**src/rtl/fetch_unit_if.sv**
```systemverilog
// Bus bundle for the instruction-fetch stage: redirect input, the
// instruction-memory request/grant/response channel and the IF/ID handshake.
interface fetch_unit_if;
  logic        Redirect;
  logic [31:0] RedirectPC;
  logic        ImemReq;
  logic [31:0] ImemAddr;
  logic        ImemGnt;
  logic        ImemRValid;
  logic [31:0] ImemRData;
  logic        IFIDValid;
  logic [31:0] IFIDInstr;
  logic [31:0] IFIDPC;
  logic [31:0] IFIDPCPlus4;
  logic        IDReady;

  // Fetch-unit side
  modport master (
    input  Redirect, RedirectPC, ImemGnt, ImemRValid, ImemRData, IDReady,
    output ImemReq, ImemAddr, IFIDValid, IFIDInstr, IFIDPC, IFIDPCPlus4
  );

  // Environment side (memory, decode and branch resolution)
  modport slave (
    output Redirect, RedirectPC, ImemGnt, ImemRValid, ImemRData, IDReady,
    input  ImemReq, ImemAddr, IFIDValid, IFIDInstr, IFIDPC, IFIDPCPlus4
  );
endinterface

```
**src/rtl/fetch_unit.sv**
```systemverilog
// Instruction-fetch stage. Owns the fetch PC, issues in-order requests to
// instruction memory, tags each grant with its address, buffers returned
// instructions with their PCs and hands them to decode. A redirect flushes
// the buffer and marks every outstanding request as stale so its response
// is thrown away when it arrives.
module fetch_unit #(
  parameter logic [31:0] RESET_PC = 32'h0000_0000,
  parameter int          DEPTH    = 4
) (
  input  logic         Clk,
  input  logic         Reset,
  fetch_unit_if.master bus
);

  localparam int              AW    = $clog2(DEPTH);
  localparam int              CW    = AW + 1;
  localparam logic [CW:0]     LIMIT = (CW + 1)'(DEPTH);
  localparam logic [AW-1:0]   PTR1  = AW'(1);

  logic [31:0]   r_fpc;
  logic [CW-1:0] r_infl;
  logic [CW-1:0] r_drop;
  logic [CW-1:0] r_occ;
  logic [AW-1:0] r_tag_wp;
  logic [AW-1:0] r_tag_rp;
  logic [AW-1:0] r_ib_wp;
  logic [AW-1:0] r_ib_rp;
  logic [31:0]   r_tag      [DEPTH];
  logic [31:0]   r_ib_instr [DEPTH];
  logic [31:0]   r_ib_pc    [DEPTH];

  logic [CW:0]   w_used;
  logic          w_req;
  logic          w_gnt;
  logic          w_rsp;
  logic          w_keep;
  logic          w_valid;
  logic          w_pop;
  logic          w_drop_any;

  // Request throttle counts both outstanding fetches and buffered ones so a
  // granted request always has a buffer slot waiting for its response.
  assign w_used     = {1'b0, r_infl} + {1'b0, r_occ};
  assign w_req      = ~bus.Redirect & (w_used < LIMIT);
  assign w_gnt      = w_req & bus.ImemGnt;
  // A response with nothing outstanding is a protocol error; ignore it.
  assign w_rsp      = bus.ImemRValid & (r_infl != '0);
  assign w_drop_any = (r_drop != '0);
  assign w_keep     = w_rsp & ~w_drop_any & ~bus.Redirect;
  assign w_valid    = (r_occ != '0);
  assign w_pop      = w_valid & bus.IDReady & ~bus.Redirect;

  assign bus.ImemReq     = w_req;
  assign bus.ImemAddr    = r_fpc;
  assign bus.IFIDValid   = w_valid;
  assign bus.IFIDInstr   = w_valid ? r_ib_instr[r_ib_rp] : '0;
  assign bus.IFIDPC      = w_valid ? r_ib_pc[r_ib_rp] : '0;
  assign bus.IFIDPCPlus4 = w_valid ? (r_ib_pc[r_ib_rp] + 32'd4) : '0;

  // Control state: fetch PC, counters and FIFO pointers.
  always_ff @(posedge Clk or negedge Reset) begin
    if (!Reset) begin
      r_fpc    <= RESET_PC;
      r_infl   <= '0;
      r_drop   <= '0;
      r_occ    <= '0;
      r_tag_wp <= '0;
      r_tag_rp <= '0;
      r_ib_wp  <= '0;
      r_ib_rp  <= '0;
    end else begin
      r_infl <= r_infl + CW'(w_gnt) - CW'(w_rsp);
      if (w_gnt) r_tag_wp <= r_tag_wp + PTR1;
      if (w_rsp) r_tag_rp <= r_tag_rp + PTR1;
      if (bus.Redirect) begin
        // Everything still outstanding after this cycle is stale; this
        // already includes any earlier stale requests.
        r_fpc   <= bus.RedirectPC;
        r_drop  <= r_infl - CW'(w_rsp);
        r_occ   <= '0;
        r_ib_wp <= '0;
        r_ib_rp <= '0;
      end else begin
        if (w_gnt) r_fpc <= r_fpc + 32'd4;
        if (w_rsp && w_drop_any) r_drop <= r_drop - CW'(1);
        r_occ <= r_occ + CW'(w_keep) - CW'(w_pop);
        if (w_keep) r_ib_wp <= r_ib_wp + PTR1;
        if (w_pop)  r_ib_rp <= r_ib_rp + PTR1;
      end
    end
  end

  // Storage: address tags on grant, {instr, pc} on an accepted response.
  always_ff @(posedge Clk) begin
    if (w_gnt) r_tag[r_tag_wp] <= r_fpc;
    if (w_keep) begin
      r_ib_instr[r_ib_wp] <= bus.ImemRData;
      r_ib_pc[r_ib_wp]    <= r_tag[r_tag_rp];
    end
  end

  a_rsp_outstanding: assert property (
    @(posedge Clk) disable iff (!Reset) bus.ImemRValid |-> (r_infl != '0));

endmodule

```
**src/flat_wrapper.sv**
```systemverilog
// flat-port wrapper written by rule: the top's interface ports become plain ports
module fetch_unit_flat 
#(
  parameter logic [31:0] RESET_PC = 32'h0000_0000,
  parameter int          DEPTH    = 4
)
  (Clk, Reset, bus_Redirect, bus_RedirectPC, bus_ImemGnt, bus_ImemRValid, bus_ImemRData, bus_IDReady, bus_ImemReq, bus_ImemAddr, bus_IFIDValid, bus_IFIDInstr, bus_IFIDPC, bus_IFIDPCPlus4);
  fetch_unit_if bus_i ();
  input  logic Clk;
  input  logic Reset;
  input wire logic [$bits(bus_i.Redirect)-1:0] bus_Redirect;
  input wire logic [$bits(bus_i.RedirectPC)-1:0] bus_RedirectPC;
  input wire logic [$bits(bus_i.ImemGnt)-1:0] bus_ImemGnt;
  input wire logic [$bits(bus_i.ImemRValid)-1:0] bus_ImemRValid;
  input wire logic [$bits(bus_i.ImemRData)-1:0] bus_ImemRData;
  input wire logic [$bits(bus_i.IDReady)-1:0] bus_IDReady;
  output wire logic [$bits(bus_i.ImemReq)-1:0] bus_ImemReq;
  output wire logic [$bits(bus_i.ImemAddr)-1:0] bus_ImemAddr;
  output wire logic [$bits(bus_i.IFIDValid)-1:0] bus_IFIDValid;
  output wire logic [$bits(bus_i.IFIDInstr)-1:0] bus_IFIDInstr;
  output wire logic [$bits(bus_i.IFIDPC)-1:0] bus_IFIDPC;
  output wire logic [$bits(bus_i.IFIDPCPlus4)-1:0] bus_IFIDPCPlus4;
  assign bus_i.Redirect = bus_Redirect;
  assign bus_i.RedirectPC = bus_RedirectPC;
  assign bus_i.ImemGnt = bus_ImemGnt;
  assign bus_i.ImemRValid = bus_ImemRValid;
  assign bus_i.ImemRData = bus_ImemRData;
  assign bus_i.IDReady = bus_IDReady;
  assign bus_ImemReq = bus_i.ImemReq;
  assign bus_ImemAddr = bus_i.ImemAddr;
  assign bus_IFIDValid = bus_i.IFIDValid;
  assign bus_IFIDInstr = bus_i.IFIDInstr;
  assign bus_IFIDPC = bus_i.IFIDPC;
  assign bus_IFIDPCPlus4 = bus_i.IFIDPCPlus4;
  fetch_unit #(.RESET_PC(RESET_PC), .DEPTH(DEPTH)) u_core (.Clk(Clk), .Reset(Reset), .bus(bus_i));
endmodule
```
**config.mk**
```make
export PLATFORM = sky130hd
export DESIGN_NAME = fetch_unit_flat
export DESIGN_NICKNAME = d
export VERILOG_FILES = /design/src/rtl/fetch_unit_if.sv /design/src/rtl/fetch_unit.sv /design/src/flat_wrapper.sv
export SDC_FILE = /design/constraint.sdc
export NUM_CORES = 1
export LEC_CHECK = 0
export CAP_MARGIN = 20
export CORE_UTILIZATION = 51
export DETAILED_ROUTE_END_ITERATION = 6
export PLACE_DENSITY = 0.73
export SYNTH_ARGS = -nofsm -noshare
export SYNTH_HDL_FRONTEND = slang
export SYNTH_SLANG_ARGS = --single-unit
```
**constraint.sdc**
```tcl
create_clock -name Clk -period 3.2 [get_ports Clk]
set_input_delay 0.64 -clock Clk [delete_from_list [all_inputs] [get_ports Clk]]
set_output_delay 0.64 -clock Clk [all_outputs]
set_load 0.005 [all_outputs]
```
==> impl_metrics.env <==
export IMPL_hold_class="in2async"
export IMPL_fp_dieW_um=189.3
export IMPL_slew_violations=0
export IMPL_start_kind="flop"
export IMPL_p_sw_w=0.004829
export IMPL_use_met3=0.03670
export IMPL_grt_ovfl_total=0
export IMPL_drc_errors=0
export IMPL_seqPwrFrac=0.423
export IMPL_swShare=0.2795
export IMPL_drtAntennaViolNets=0
export IMPL_cp_slowest_cell="dfrtp_4"
export IMPL_syn_avg_cell_area_um2=17.75
export IMPL_die_h_um=189.3
export IMPL_ir_worst_vdd_mv=0.4318
export IMPL_routabilityCongestion=0.8541
export IMPL_slowest_delay_ns=0.51
export IMPL_die_area_mm2=0.03584
export IMPL_drive_gt1_frac=0.3039
export IMPL_maxCapViolations=0
export IMPL_async_flop_share=0.1132
export IMPL_synth_edf_count=384
export IMPL_cp_top_family="buffers and inverters"
export IMPL_rsz0062_at_grt="true"
export IMPL_root_buffer="clkbuf_16"
export IMPL_vias=10410
export IMPL_worst_path_most_repeated_cell="buf_12"
export IMPL_synthCells=1008
export IMPL_slew_headroom=0.3464
export IMPL_cp_arrival_ns=3.04
export IMPL_cts_buffers=43
export IMPL_timing_final_ws_setup_ns=-0.4776
export IMPL_netlist_area_mm2=0.01789
export IMPL_synth_seq_cells=433
export IMPL_fmax_mhz=271.9
export IMPL_violations="setup timing"
export IMPL_vias_per_cell=5.665
export IMPL_use_met2=0.3716
export IMPL_path_cells="buf_6, buf_12, buf_8, buf_12, mux4_2, nand3_4, buf_4, nor3_1, nand3_2, xnor2_1, nor2_1, buf_2"
export IMPL_diodes=0
export IMPL_track_usage=0.2238
export IMPL_setup_violations=37
export IMPL_p_int_w=0.01245
export IMPL_max_clock_path_buffers=3
export IMPL_drt_iter0_markers=777
export IMPL_clk_latency_ns=0.53
export IMPL_finalPower_w=0.01728
export IMPL_synth_top_area_frac=0.6444
export IMPL_first_global_vias=10590
export IMPL_area_growth_pct=30.23
export IMPL_top_usage_layer="met2"
export IMPL_drtPass1Iterations=5
export IMPL_synthDistinctLibCells=48
export IMPL_row_count=68
export IMPL_fin_crit_sh=1.149
export IMPL_p_per_area_mw_per_mm2=741.5
export IMPL_crit_buf_inv=6
export IMPL_fin_crit_ns=3.678
export IMPL_cts_tree="yes"
export IMPL_synth_area_leader_cell="edfxtp_1"
export IMPL_grt_pass1_wl_um=60520
export IMPL_synth_main_ff_cell="edfxtp_1"
export IMPL_antenna_found_initial=0
export IMPL_start_util=0.5180
export IMPL_clock_sinks=433
export IMPL_final_core_util=0.6746
export IMPL_leakage_nw=8.295
export IMPL_pin_count=200
export IMPL_path_class="reg2out"
export IMPL_ys_seq_area_frac=0.7129
export IMPL_syn_nets=1100
export IMPL_clk_pin_slew_ns=0.06
export IMPL_nets=1444
export IMPL_critPathCaptureType="output port"
export IMPL_yosysWarnings=0
export IMPL_synthTopCellsByArea="edfxtp_1 (64%), mux4_2 (11%), dfrtp_1 (6.9%), and2_1 (2.6%), ha_1 (1.4%)"
export IMPL_wl_per_cell_um=22.38
export IMPL_fin_skew_ns=0.009154
export IMPL_wl_um=41110
export IMPL_status="complete, but fails checks"
export IMPL_core_mm2=0.03454
export IMPL_met1_usage=0.3076
export IMPL_combPwrFrac=0.307
export IMPL_worst_pin_slew_ns=0.9769
export IMPL_grt_max_degree=61
export IMPL_io_buffers=199
export IMPL_cts_htree_levels=2
export IMPL_finalHoldViolCount=0
export IMPL_cp_max_fo=7
export IMPL_setup_tns_final_ns=-8.171
export IMPL_required_ns=2.56
export IMPL_clkPwrFrac=0.270
export IMPL_hpwl_um=24770
-- logic make-up after synthesis --
| family | share of synthesized area |
|---|---|
| XOR/XNOR | 0.02203 |
| adder cells (fa/ha/maj) | 0.01622 |
| AO/OA/AOI/OAI | 0.02426 |
| buffers and inverters | 0.01797 |
| flip-flops | 0.7129 |
| multiplexers | 0.1259 |
| AND/OR/NAND/NOR | 0.08069 |
-- flip-flops by register name, summed over array words and instances, names as in the netlist --
register             count
u_core.r_infl            3
u_core.bus.ImemAddr     32
u_core.r_ib_rp           2
u_core.r_tag           128
u_core.r_drop            3
u_core.r_ib_pc         128
u_core.r_occ             3
u_core.r_tag_rp          2
u_core.r_tag_wp          2
u_core.r_ib_wp           2
u_core.r_ib_instr      128
-- power groups by stage --
stage               Sequential [W]  Clock [W]  Combinational, W
CTS                        0.00732    0.00474           0.00508
global placement           0.00740          0           0.00464
floorplan                  0.00719          0           0.00264
finish                     0.00731    0.00467           0.00530
detailed placement         0.00743          0           0.00473
global route               0.00738    0.00496           0.00568
-- stage by stage --
stage | worst slack [ns] | hold WS, ns | cell area (um^2) | std cells
floorplan | 0.03085 | 0.3444 | 17900 | 1008
global placement | -0.1310 | 0.5427 | 21210 | 1705
detailed placement | -0.1617 | 0.5456 | 21210 | 1705
CTS | -0.4202 | 0.2164 | 23080 | 1820
global route | -0.5842 | 0.2467 | 23300 | 1837
finish | -0.4776 | 0.1890 | 23300 | 1837
-- routing by layer --
metal,vias to the layer above,wire length (um),part of all wire
li1,4612,-,-
met1,5328,17220,0.42
met2,403,20380,0.50
met3,64,2474,0.060
met4,0,1025,0.025
met5,-,0,0
-- final cells by class --
class,instances,area [um^2]
well taps,455,569.3
fillers,2250,11240
inverters,26,97.59
multi-input cells,503,5117
repair buffers,345,3458
clock buffers,62,1210
clock inverters,13,87.58
flip-flops and latches,433,12760
-- final timing paths --
kind	start	to	slack, ns	cells after the start
max in group asynchronous	Reset	u_core.r_ib_rp[0]	2.40	1
min in group Clk	u_core.bus.ImemAddr[0]	u_core.r_tag[0][0]	0.55	0
worst min register to register	u_core.bus.ImemAddr[0]	u_core.r_tag[0][0]	0.55	0
worst max-delay path	u_core.r_ib_rp[0]	bus_IFIDPCPlus4[27]	-0.48	12
worst max register to register	u_core.r_occ[1]	u_core.r_occ[2]	0.39	12
worst min-delay path	Reset	u_core.bus.ImemAddr[3]	0.19	1
-- cells in the final DEF, fill, tap and decap left out, drive strengths merged, types with 4 or more instances in the layout --
master | netlist | final
a21oi | 13 | 13
and2 | 73 | 73
and3 | 7 | 7
and4 | 4 | 4
buf | 24 | 180
clkbuf | 22 | 79
clkdlybuf4s15 | 0 | 8
clkdlybuf4s50 | 0 | 120
clkinv | 1 | 13
dfrtp | 49 | 49
dlygate4sd2 | 0 | 11
dlymetal6s2s | 0 | 9
edfxtp | 384 | 384
ha | 20 | 20
inv | 25 | 25
mux2i | 5 | 5
mux4 | 95 | 95
nand2 | 52 | 52
nand3 | 29 | 29
nand4 | 13 | 13
nor2 | 58 | 58
nor2b | 9 | 9
nor3 | 9 | 9
nor4 | 4 | 4
o21ai | 30 | 30
o311ai | 14 | 14
xnor2 | 20 | 20
xor2 | 25 | 25
-- timing repair --
action | CTS | global route
setup buffers | 36 | 29
resized for setup | 249 | 108
hold buffers | 0 | 0
setup endpoints to repair | 78 | 80
pin swaps | 31 | 37
cloned | 4 | 0
-- synthesized netlist by cell type, types with 2 or more instances --
library cell,n
a31oi_1,2
nand3_2,5
a21oi_1,13
o21ai_0,30
o211ai_1,3
xor2_1,25
and3_1,7
nor3_4,2
nand2_1,52
o311ai_0,10
a21o_1,2
nor3_1,6
and2_1,73
buf_4,2
buf_1,9
mux4_1,8
or3_1,3
xnor2_1,20
fa_1,2
nor2b_1,9
nand3_1,23
o311ai_1,4
dfrtp_1,49
mux2_2,3
nand4b_1,2
a221o_1,3
nand4_1,11
nand4_2,2
buf_6,2
clkbuf_1,22
mux4_2,87
inv_1,25
mux2i_1,5
nor2_1,58
nor4_1,2
and4_1,4
buf_2,10
ha_1,20
edfxtp_1,384
Note: power is estimated with default switching activity, not from simulation.
